--- src/rtl/pcie_app_msg_framer_pkg.sv ---
// Shared types for the per-app PCIe message framer: the shell beat format,
// the message metadata record and the framer FSM state encodings.
package pcie_app_msg_framer_pkg;

  localparam int unsigned PCIE_DATA_WIDTH       = 128;
  localparam int unsigned PCIE_SLOT_WIDTH       = 4;
  localparam int unsigned PCIE_PAD_WIDTH        = 4;
  localparam int unsigned PCIE_FRAMER_MAX_BEATS = 4;
  // Wide enough for any practical MAX_BEATS; narrower counts are zero-extended.
  localparam int unsigned PCIE_MSG_BEATS_WIDTH  = 8;

  typedef struct packed {
    logic                       valid;
    logic [PCIE_DATA_WIDTH-1:0] data;
    logic [PCIE_SLOT_WIDTH-1:0] slot;
    logic [PCIE_PAD_WIDTH-1:0]  pad;
    logic                       last;
  } PCIEPacket;

  typedef struct packed {
    logic [PCIE_SLOT_WIDTH-1:0]      slot;
    logic [PCIE_PAD_WIDTH-1:0]       pad;
    logic [PCIE_MSG_BEATS_WIDTH-1:0] beats;
  } PCIEMsgMeta;

  typedef enum logic {RxCollect, RxHold} rx_state_e;
  typedef enum logic {TxIdle, TxSend} tx_state_e;

endpackage

--- src/rtl/pcie_msg_segmenter.sv ---
// TX segmenter: latches one app message and emits it as PCIEPacket beats,
// advancing one beat per grant. Beats are held stable until granted.
module pcie_msg_segmenter
  import pcie_app_msg_framer_pkg::*;
#(
  parameter int unsigned MAX_BEATS = PCIE_FRAMER_MAX_BEATS
) (
  input  logic                                 clk,
  input  logic                                 rst_n,
  input  logic                                 msg_valid,
  output logic                                 msg_ready,
  input  logic [MAX_BEATS*PCIE_DATA_WIDTH-1:0] msg_data,
  input  PCIEMsgMeta                           msg_meta,
  input  logic                                 grant,
  output PCIEPacket                            pkt
);

  localparam int unsigned BW = PCIE_MSG_BEATS_WIDTH;

  tx_state_e                                 state_q, state_d;
  logic [MAX_BEATS-1:0][PCIE_DATA_WIDTH-1:0] data_q, data_d;
  PCIEMsgMeta                                meta_q, meta_d;
  logic [BW-1:0]                             idx_q, idx_d;
  logic [BW-1:0]                             beats_in;
  logic [PCIE_DATA_WIDTH-1:0]                cur_beat;
  logic                                      is_last;

  // Clamp the requested length into 1..MAX_BEATS (0 means a single beat).
  always_comb begin
    beats_in = msg_meta.beats;
    if (beats_in == '0) begin
      beats_in = BW'(1);
    end else if (beats_in > BW'(MAX_BEATS)) begin
      beats_in = BW'(MAX_BEATS);
    end
  end

  // Select the beat at the current index.
  always_comb begin
    cur_beat = '0;
    for (int unsigned i = 0; i < MAX_BEATS; i++) begin
      if (idx_q == BW'(i)) cur_beat = data_q[i];
    end
  end

  assign is_last = (idx_q == meta_q.beats - BW'(1));

  // Next-state and beat output decode.
  always_comb begin
    state_d   = state_q;
    data_d    = data_q;
    meta_d    = meta_q;
    idx_d     = idx_q;
    msg_ready = 1'b0;
    pkt       = '0;
    case (state_q)
      TxIdle: begin
        msg_ready = 1'b1;
        if (msg_valid) begin
          data_d       = msg_data;
          meta_d       = msg_meta;
          meta_d.beats = beats_in;
          idx_d        = '0;
          state_d      = TxSend;
        end
      end
      TxSend: begin
        pkt.valid = 1'b1;
        pkt.data  = cur_beat;
        pkt.slot  = meta_q.slot;
        pkt.last  = is_last;
        pkt.pad   = is_last ? meta_q.pad : '0;
        if (grant) begin
          if (is_last) begin
            state_d = TxIdle;
          end else begin
            idx_d = idx_q + BW'(1);
          end
        end
      end
      default: state_d = TxIdle;
    endcase
  end

  // State register; reset drops any message in flight.
  always_ff @(posedge clk or negedge rst_n) begin
    if (!rst_n) begin
      state_q <= TxIdle;
      data_q  <= '0;
      meta_q  <= '0;
      idx_q   <= '0;
    end else begin
      state_q <= state_d;
      data_q  <= data_d;
      meta_q  <= meta_d;
      idx_q   <= idx_d;
    end
  end

endmodule

--- src/rtl/pcie_app_msg_framer.sv ---
// Per-app PCIe message framer. RX assembles inbound beats into a message
// buffer presented with valid/ready; TX segments app messages into beats.
// Optional statistics counters are built when PCIE_FRAMER_STATS_EN is defined.
module pcie_app_msg_framer
  import pcie_app_msg_framer_pkg::*;
#(
  parameter int unsigned  MAX_BEATS = PCIE_FRAMER_MAX_BEATS,
  localparam int unsigned CNT_W     = $clog2(MAX_BEATS + 1)
) (
  input  logic                                 clk,
  input  logic                                 rst_n,
  input  PCIEPacket                            pcie_packet_in,
  output logic                                 pcie_full_out,
  output PCIEPacket                            pcie_packet_out,
  input  logic                                 pcie_grant_in,
  output logic                                 rx_msg_valid,
  input  logic                                 rx_msg_ready,
  output logic [MAX_BEATS*PCIE_DATA_WIDTH-1:0] rx_msg_data,
  output logic [CNT_W-1:0]                     rx_msg_beats,
  output logic [PCIE_SLOT_WIDTH-1:0]           rx_msg_slot,
  output logic [PCIE_PAD_WIDTH-1:0]            rx_msg_pad,
  input  logic                                 tx_msg_valid,
  output logic                                 tx_msg_ready,
  input  logic [MAX_BEATS*PCIE_DATA_WIDTH-1:0] tx_msg_data,
  input  logic [CNT_W-1:0]                     tx_msg_beats,
  input  logic [PCIE_SLOT_WIDTH-1:0]           tx_msg_slot,
  input  logic [PCIE_PAD_WIDTH-1:0]            tx_msg_pad,
  output logic                                 err_overflow,
  output logic                                 err_slot,
  output logic [31:0]                          stat_rx_msgs,
  output logic [31:0]                          stat_tx_msgs
);

  rx_state_e                                 rx_state_q, rx_state_d;
  logic [CNT_W-1:0]                          count_q, count_d;
  logic [MAX_BEATS-1:0][PCIE_DATA_WIDTH-1:0] buf_q, buf_d;
  logic [PCIE_SLOT_WIDTH-1:0]                slot_q, slot_d;
  logic [PCIE_PAD_WIDTH-1:0]                 pad_q, pad_d;
  logic                                      err_overflow_q, err_overflow_d;
  logic                                      err_slot_q, err_slot_d;
  logic                                      rx_accept;
  logic                                      rx_handshake;
  PCIEMsgMeta                                tx_meta;

  assign rx_accept    = pcie_packet_in.valid && (rx_state_q == RxCollect);
  assign rx_handshake = (rx_state_q == RxHold) && rx_msg_ready;

  // RX collect/hold next-state: store beats, flag overflow and slot changes.
  always_comb begin
    rx_state_d     = rx_state_q;
    count_d        = count_q;
    buf_d          = buf_q;
    slot_d         = slot_q;
    pad_d          = pad_q;
    err_overflow_d = err_overflow_q;
    err_slot_d     = err_slot_q;
    case (rx_state_q)
      RxCollect: begin
        if (rx_accept) begin
          if (count_q == '0) begin
            slot_d = pcie_packet_in.slot;
          end else if (pcie_packet_in.slot != slot_q) begin
            err_slot_d = 1'b1;
          end
          if (count_q == CNT_W'(MAX_BEATS)) begin
            err_overflow_d = 1'b1;
          end else begin
            for (int unsigned i = 0; i < MAX_BEATS; i++) begin
              if (count_q == CNT_W'(i)) buf_d[i] = pcie_packet_in.data;
            end
            count_d = count_q + CNT_W'(1);
          end
          // A dropped last beat still closes the message.
          if (pcie_packet_in.last) begin
            pad_d      = pcie_packet_in.pad;
            rx_state_d = RxHold;
          end
        end
      end
      RxHold: begin
        if (rx_handshake) begin
          buf_d      = '0;
          count_d    = '0;
          slot_d     = '0;
          pad_d      = '0;
          rx_state_d = RxCollect;
        end
      end
      default: rx_state_d = RxCollect;
    endcase
  end

  // RX state, buffer and sticky error registers.
  always_ff @(posedge clk or negedge rst_n) begin
    if (!rst_n) begin
      rx_state_q     <= RxCollect;
      count_q        <= '0;
      buf_q          <= '0;
      slot_q         <= '0;
      pad_q          <= '0;
      err_overflow_q <= 1'b0;
      err_slot_q     <= 1'b0;
    end else begin
      rx_state_q     <= rx_state_d;
      count_q        <= count_d;
      buf_q          <= buf_d;
      slot_q         <= slot_d;
      pad_q          <= pad_d;
      err_overflow_q <= err_overflow_d;
      err_slot_q     <= err_slot_d;
    end
  end

  // Backpressure is a pure state decode so there is no input-to-full path.
  assign pcie_full_out = (rx_state_q == RxHold);
  assign rx_msg_valid  = (rx_state_q == RxHold);
  assign rx_msg_data   = buf_q;
  assign rx_msg_beats  = count_q;
  assign rx_msg_slot   = slot_q;
  assign rx_msg_pad    = pad_q;
  assign err_overflow  = err_overflow_q;
  assign err_slot      = err_slot_q;

  // Pack the app TX request into the segmenter metadata record.
  always_comb begin
    tx_meta       = '0;
    tx_meta.slot  = tx_msg_slot;
    tx_meta.pad   = tx_msg_pad;
    tx_meta.beats = PCIE_MSG_BEATS_WIDTH'(tx_msg_beats);
  end

  pcie_msg_segmenter #(
    .MAX_BEATS (MAX_BEATS)
  ) u_segmenter (
    .clk       (clk),
    .rst_n     (rst_n),
    .msg_valid (tx_msg_valid),
    .msg_ready (tx_msg_ready),
    .msg_data  (tx_msg_data),
    .msg_meta  (tx_meta),
    .grant     (pcie_grant_in),
    .pkt       (pcie_packet_out)
  );

`ifdef PCIE_FRAMER_STATS_EN
  logic [31:0] stat_rx_q;
  logic [31:0] stat_tx_q;
  logic        tx_done;

  assign tx_done = pcie_packet_out.valid && pcie_packet_out.last && pcie_grant_in;

  // Saturating message counters.
  always_ff @(posedge clk or negedge rst_n) begin
    if (!rst_n) begin
      stat_rx_q <= '0;
      stat_tx_q <= '0;
    end else begin
      if (rx_handshake && (stat_rx_q != '1)) stat_rx_q <= stat_rx_q + 32'd1;
      if (tx_done && (stat_tx_q != '1)) stat_tx_q <= stat_tx_q + 32'd1;
    end
  end

  assign stat_rx_msgs = stat_rx_q;
  assign stat_tx_msgs = stat_tx_q;
`else
  assign stat_rx_msgs = '0;
  assign stat_tx_msgs = '0;
`endif

endmodule

--- config.mk ---
export PLATFORM = sky130hd
export DESIGN_NAME = pcie_app_msg_framer
export DESIGN_NICKNAME = d
export VERILOG_FILES = /design/src/rtl/pcie_app_msg_framer_pkg.sv /design/src/rtl/pcie_msg_segmenter.sv /design/src/rtl/pcie_app_msg_framer.sv
export SDC_FILE = /design/constraint.sdc
export NUM_CORES = 2
export LEC_CHECK = 0
export CORE_AREA = 4 4 541 543
export DETAILED_ROUTE_END_ITERATION = 7
export DIE_AREA = 0 0 545 547
export REMOVE_ABC_BUFFERS = 1
export SYNTH_ARGS = -nofsm -noshare
export SYNTH_HDL_FRONTEND = slang
export SYNTH_SLANG_ARGS = --single-unit
--- constraint.sdc ---
create_clock -name clk -period 2.6 [get_ports clk]
set_input_delay 0.52 -clock clk [delete_from_list [all_inputs] [get_ports clk]]
set_output_delay 0.52 -clock clk [all_outputs]
set_load 0.02 [all_outputs]
== After elaboration in Yosys (flattened, before gate mapping) ==
Cells that the tools add are included.
Operators by class
  mux-type cells: 40
  reductions and logical operators: 16
  bitwise operators: 3
  order comparisons: 1
  add/sub/neg operators: 3
  eq/ne operators: 20
Operators with widths (number)
  512-bit 2-to-1 mux: 3
  128-bit 2-to-1 mux: 8
  512-bit one-hot mux with 2 select lines: 1
  138-bit 2-to-1 mux: 1
  4-bit 2-to-1 mux: 6
  8-bit 2-to-1 mux: 3
  4-bit AND reduction: 5
  8-bit by 2-bit equality test with 1-bit output (second input constant): 2
  8-bit zero test: 2
  4-bit one-hot mux with 2 select lines: 2
  8-bit one-hot mux with 2 select lines: 1
  3-bit 2-to-1 mux: 5
  3-bit AND reduction: 5
  2-bit != test (second input constant): 6
  2-bit by 1-bit != test with 1-bit output (second input constant): 5
  8-bit by 1-bit adder with 8-bit output (second input constant): 1
  8-bit by 1-bit equality test with 1-bit output (second input constant): 1
  8-bit equality test: 1
  8-bit by 1-bit subtractor with 8-bit output (second input constant): 1
  1-bit 2-to-1 mux: 7
  3-bit by 2-bit equality test with 1-bit output (second input constant): 2
  3-bit one-hot mux with 2 select lines: 1
  4-bit != test: 1
  1-bit one-hot mux with 2 select lines: 2
  other kinds (8): 11
Word-level totals
  word-level logic and storage cells: 102
  flip-flop bits (word level): 1063
  bits of input ports: 666
  output and inout bits: 730

== Depth between registers and ports, before layout ==
  depth after elaboration: 6
  gate-level depth with buffers: 9
  mapped depth without buffers: 8

== Modules after synthesis ==
Synthesis repeated with hierarchy kept, for this count alone.
Unflattened totals
  cell total of the unflattened synthesis: 5508
  area total of the unflattened synthesis: 49702.7 sq um
Modules (own cells, without submodules)
  pcie_app_msg_framer: cells each 2434, instances 1, seq. area each 13162.6 sq um, area an instance 25110.3 sq um
  pcie_msg_segmenter: cells each 3074, instances 1, seq. area each 13437.9 sq um, area an instance 24592.3 sq um

== Worst setup path after synthesis ==
OpenSTA, ideal clock, no wires.
  path type: reg2out
  from: register u_segmenter.idx_q[1]
  to: output port pcie_packet_out[117] (netlist name)
  arrival: 2.031 ns
  cell stages (with the launch flop): 9
  path buffers: 2
  setup slack: 0.049 ns
  data required time: 2.080 ns
  cells stage by stage: dfrtp_1 > inv_1 > ha_1 > nor2b_1 > buf_2 > buf_1 > a221oi_1 > a211o_1 > a21oi_1
RTL lines
  from (decl): RTL line pcie_msg_segmenter.sv:23  | logic [BW-1:0] idx_q, idx_d;
  from (signal assigned): RTL line pcie_msg_segmenter.sv:96  | idx_q <= idx_d;
  to (decl): RTL line pcie_app_msg_framer.sv:14  | output PCIEPacket pcie_packet_out,

==> results.sh <==
export IMPL_io_buffers=1331
export IMPL_fillers=30408
export IMPL_drc=0
export IMPL_synth_top_flop_cell="dfrtp_1"
export IMPL_finalCritPeriodShare_pct=137
export IMPL_crit_top_cell="buf_6"
export IMPL_final_cell_area_um2=71500
export IMPL_htree_levels=3
export IMPL_cts_buffer_depth=4
export IMPL_antenna_found_initial=77
export IMPL_final_cell_mix="nand2_1 (1450), clkdlybuf4s50_1 (1160), dfrtp_1 (1057)"
export IMPL_cp_max_fo=9
export IMPL_cp_required_ns=2.08
export IMPL_slew_headroom_pct=33.3
export IMPL_routed_wl_um=222000
export IMPL_slew_viol_final=0
export IMPL_cts_tree="yes"
export IMPL_place_congestion=0.911
export IMPL_layout_cells_non_filler=9757
export IMPL_clockRootBuffer="clkbuf_16"
export IMPL_violations="setup timing"
export IMPL_vias=38890
export IMPL_worst_pin_slew_ns=0.999
export IMPL_final_setup_worst_slack_ns=-0.975
export IMPL_status="finished with violations"
export IMPL_grt_pass1_wl_um=307000
export IMPL_clock_sinks=1058
export IMPL_synth_area_um2=45100
export IMPL_fp_dieH_um=547
export IMPL_critPathKind="reg2out"
export IMPL_p_total_mw=87.8
export IMPL_critPathArrivalTime_ns=3.05
export IMPL_layout_commonest_cell="nand2_1"
export IMPL_die_area_um2=298000
export IMPL_synthArstFlopShare_pct=100
export IMPL_slowest_stage="dfrtp_1"
export IMPL_utilization_pct=24.9
export IMPL_clk_pin_slew_ns=0.06
export IMPL_first_pass_iters=5
export IMPL_skew_ns=0.0427
export IMPL_fin_crit_ns=3.57
export IMPL_synth_seq_cells=1058
export IMPL_dp_cells=9399
export IMPL_wl_per_cell_um=22.8
export IMPL_avgViaCountPerCell=3.99
export IMPL_peakVddDrop_uv=811
export IMPL_worstSkewPairLatency_ns=0.86
export IMPL_grtUsageTotal_pct=14.1
export IMPL_hold_viol=0
export IMPL_rsz0062_at_grt="true"
export IMPL_fin_nets=6491
export IMPL_ys_types=49
export IMPL_synth_edf_count=0
export IMPL_p_per_area_nw_per_um2=1230
export IMPL_placementRows=197
export IMPL_ios=1396
export IMPL_cp_top_family="buffers and inverters"
export IMPL_crit_path_end_kind="primary output"
export IMPL_tns_ns=-111.08
export IMPL_die_x_um=545
export IMPL_worstSetupStartpointType="register"
export IMPL_initial_core_util_pct=15.7
export IMPL_synth_avg_cell_area_um2=10.5
export IMPL_netlist_instances=4277
export IMPL_max_cap_viol_count=0
export IMPL_place_ws_ns=-0.586
export IMPL_dp_hpwl_um=173000
export IMPL_cp_num_buf_inv=7
export IMPL_drive_above_1_share_pct=24.3
export IMPL_path_cells="buf_6 -> ha_4 -> nor2b_4 -> buf_6 -> buf_16 -> buf_12 -> buf_4 -> a221oi_1 -> a211o_1 -> a21oi_2 -> buf_4 -> buf_6"
export IMPL_overflow=0
export IMPL_postPlaceCellArea_um2=65000
export IMPL_first_global_vias=40702
export IMPL_syn2layout_area_growth_pct=58.6
export IMPL_slowest_delay_ns=0.42
export IMPL_drt_iter0_markers=2365
export IMPL_setup_viol=133
export IMPL_ys_seq_area_share_pct=58.7
export IMPL_grt_max_degree=117
export IMPL_p_leak_nw=31.6
export IMPL_fmax_ghz=0.280
export IMPL_ant_nets=0
export IMPL_core_area_um2=288000
export IMPL_whs_ns=0.194
export IMPL_min_path_type="in2reg"
export IMPL_yosys_warnings=0
export IMPL_numCtsBuffers=123
[power by group]
group,internal [mW],leakage [nW],switching [mW],total (mW)
registers,24.4,13.1,5.09,29.5
clock network,10.8,2.09,7.45,18.2
logic,19.1,16.4,21.0,40.1
total,54.3,31.6,33.5,87.8
[timing repair]
| item | CTS | global route |
|---|---|---|
| hold buffers | 1 | 0 |
| setup endpoints to repair | 165 | 137 |
| gates resized for setup | 609 | 306 |
| pin swaps | 57 | 121 |
| setup buffers | 34 | 29 |
| hold endpoints to repair | 296 | 0 |
| cloned | 6 | 7 |
[layer usage]
layer | wire length, um | track usage (%)
met1 | 86400 | 16.7
met2 | 104000 | 23.2
met3 | 19900 | 4.20
met4 | 11900 | 6.98
met5 | 111 | 0
[worst reg2reg max path, delay by kind of cell (launching register included)]
kind | cells | cell delay [ns]
simple gates | 1 | 0.07
buf+inv | 3 | 0.59
flops | 1 | 0.43
mux | 1 | 0.39
fa+ha+maj | 1 | 0.32
compound gates | 2 | 0.46
[sequential cells by signal (all words and copies together), names as in the netlist]
| name | count |
|---|---|
| pcie_full_out | 1 |
| u_segmenter.idx_q | 8 |
| u_segmenter.meta_q | 11 |
| u_segmenter.data_q | 512 |
| u_segmenter.state_q | 1 |
| rx_msg_data | 512 |
| err_slot | 1 |
| rx_msg_slot | 4 |
| rx_msg_beats | 3 |
| rx_msg_pad | 4 |
| err_overflow | 1 |
[logic make-up (layout without fill, tap and decap cells)]
family | Yosys count | after routing | share of synthesized area [%]
simple gates | 1632 | 1632 | 14.6
flops | 1058 | 1058 | 58.7
compound gates | 554 | 554 | 8.42
mux | 518 | 518 | 12.9
buf+inv | 496 | 2066 | 4.92
fa+ha+maj | 11 | 11 | 0.305
xor+xnor | 7 | 7 | 0.136
other cells | 1 | 130 | 0.00832
[cells in the mapped netlist (2+ instances only)]
cell type | number | area [um^2]
nand4_1 | 2 | 12.5
xor2_1 | 3 | 26.3
o22ai_1 | 2 | 12.5
inv_1 | 139 | 522
a211o_1 | 129 | 1130
and3_1 | 5 | 31.3
a221oi_1 | 128 | 1120
dfrtp_1 | 1058 | 26500
xnor2_1 | 4 | 35.0
buf_1 | 13 | 48.8
o21ai_0 | 142 | 711
nand3_1 | 4 | 20.0
ha_1 | 11 | 138
mux2_2 | 512 | 5770
a31o_2 | 2 | 17.5
clkbuf_1 | 203 | 762
a221o_1 | 3 | 30.0
nand2_1 | 1452 | 5450
mux2i_1 | 6 | 60.1
o31ai_1 | 2 | 15.0
buf_2 | 68 | 340
nor3_1 | 4 | 20.0
nor2_1 | 9 | 33.8
nor2b_1 | 131 | 820
buf_4 | 72 | 541
and4_1 | 2 | 17.5
a21oi_1 | 136 | 681
and2_1 | 10 | 62.6
nand2b_1 | 5 | 31.3
[layout make-up]
| cell class | count | area (um^2) | share of cell area [%] |
|---|---|---|---|
| multi-input combinational | 2786 | 17600 | 24.6 |
| antenna | 66 | 165 | 0.231 |
| tap | 3781 | 4730 | 6.62 |
| clock inverter | 52 | 688 | 0.963 |
| sequential | 1058 | 26500 | 37.0 |
| clock buffer | 169 | 3560 | 4.98 |
| inverter | 140 | 533 | 0.746 |
| timing repair buffer | 1705 | 17700 | 24.8 |
[worst paths after layout]
path	to	cells after the start	startpoint	slack (ns)
max	pcie_packet_out[127]	12	u_segmenter.idx_q[0]$_DFFE_PN0P_	-0.97
min	u_segmenter.data_q[121]$_DFFE_PN0P_	3	tx_msg_data[121]	0.19
max reg2reg	rx_msg_data[430]$_DFFE_PN0P_	8	rx_msg_beats[1]$_DFFE_PN0P_	0.24
min reg2reg	u_segmenter.meta_q[13]$_DFFE_PN0P_	2	u_segmenter.meta_q[13]$_DFFE_PN0P_	0.47
max in group asynchronous	u_segmenter.data_q[338]$_DFFE_PN0P_	3	rst_n	1.27
min in group asynchronous	rx_msg_data[109]$_DFFE_PN0P_	2	rst_n	0.22
Power figures use the tool's default switching activity.
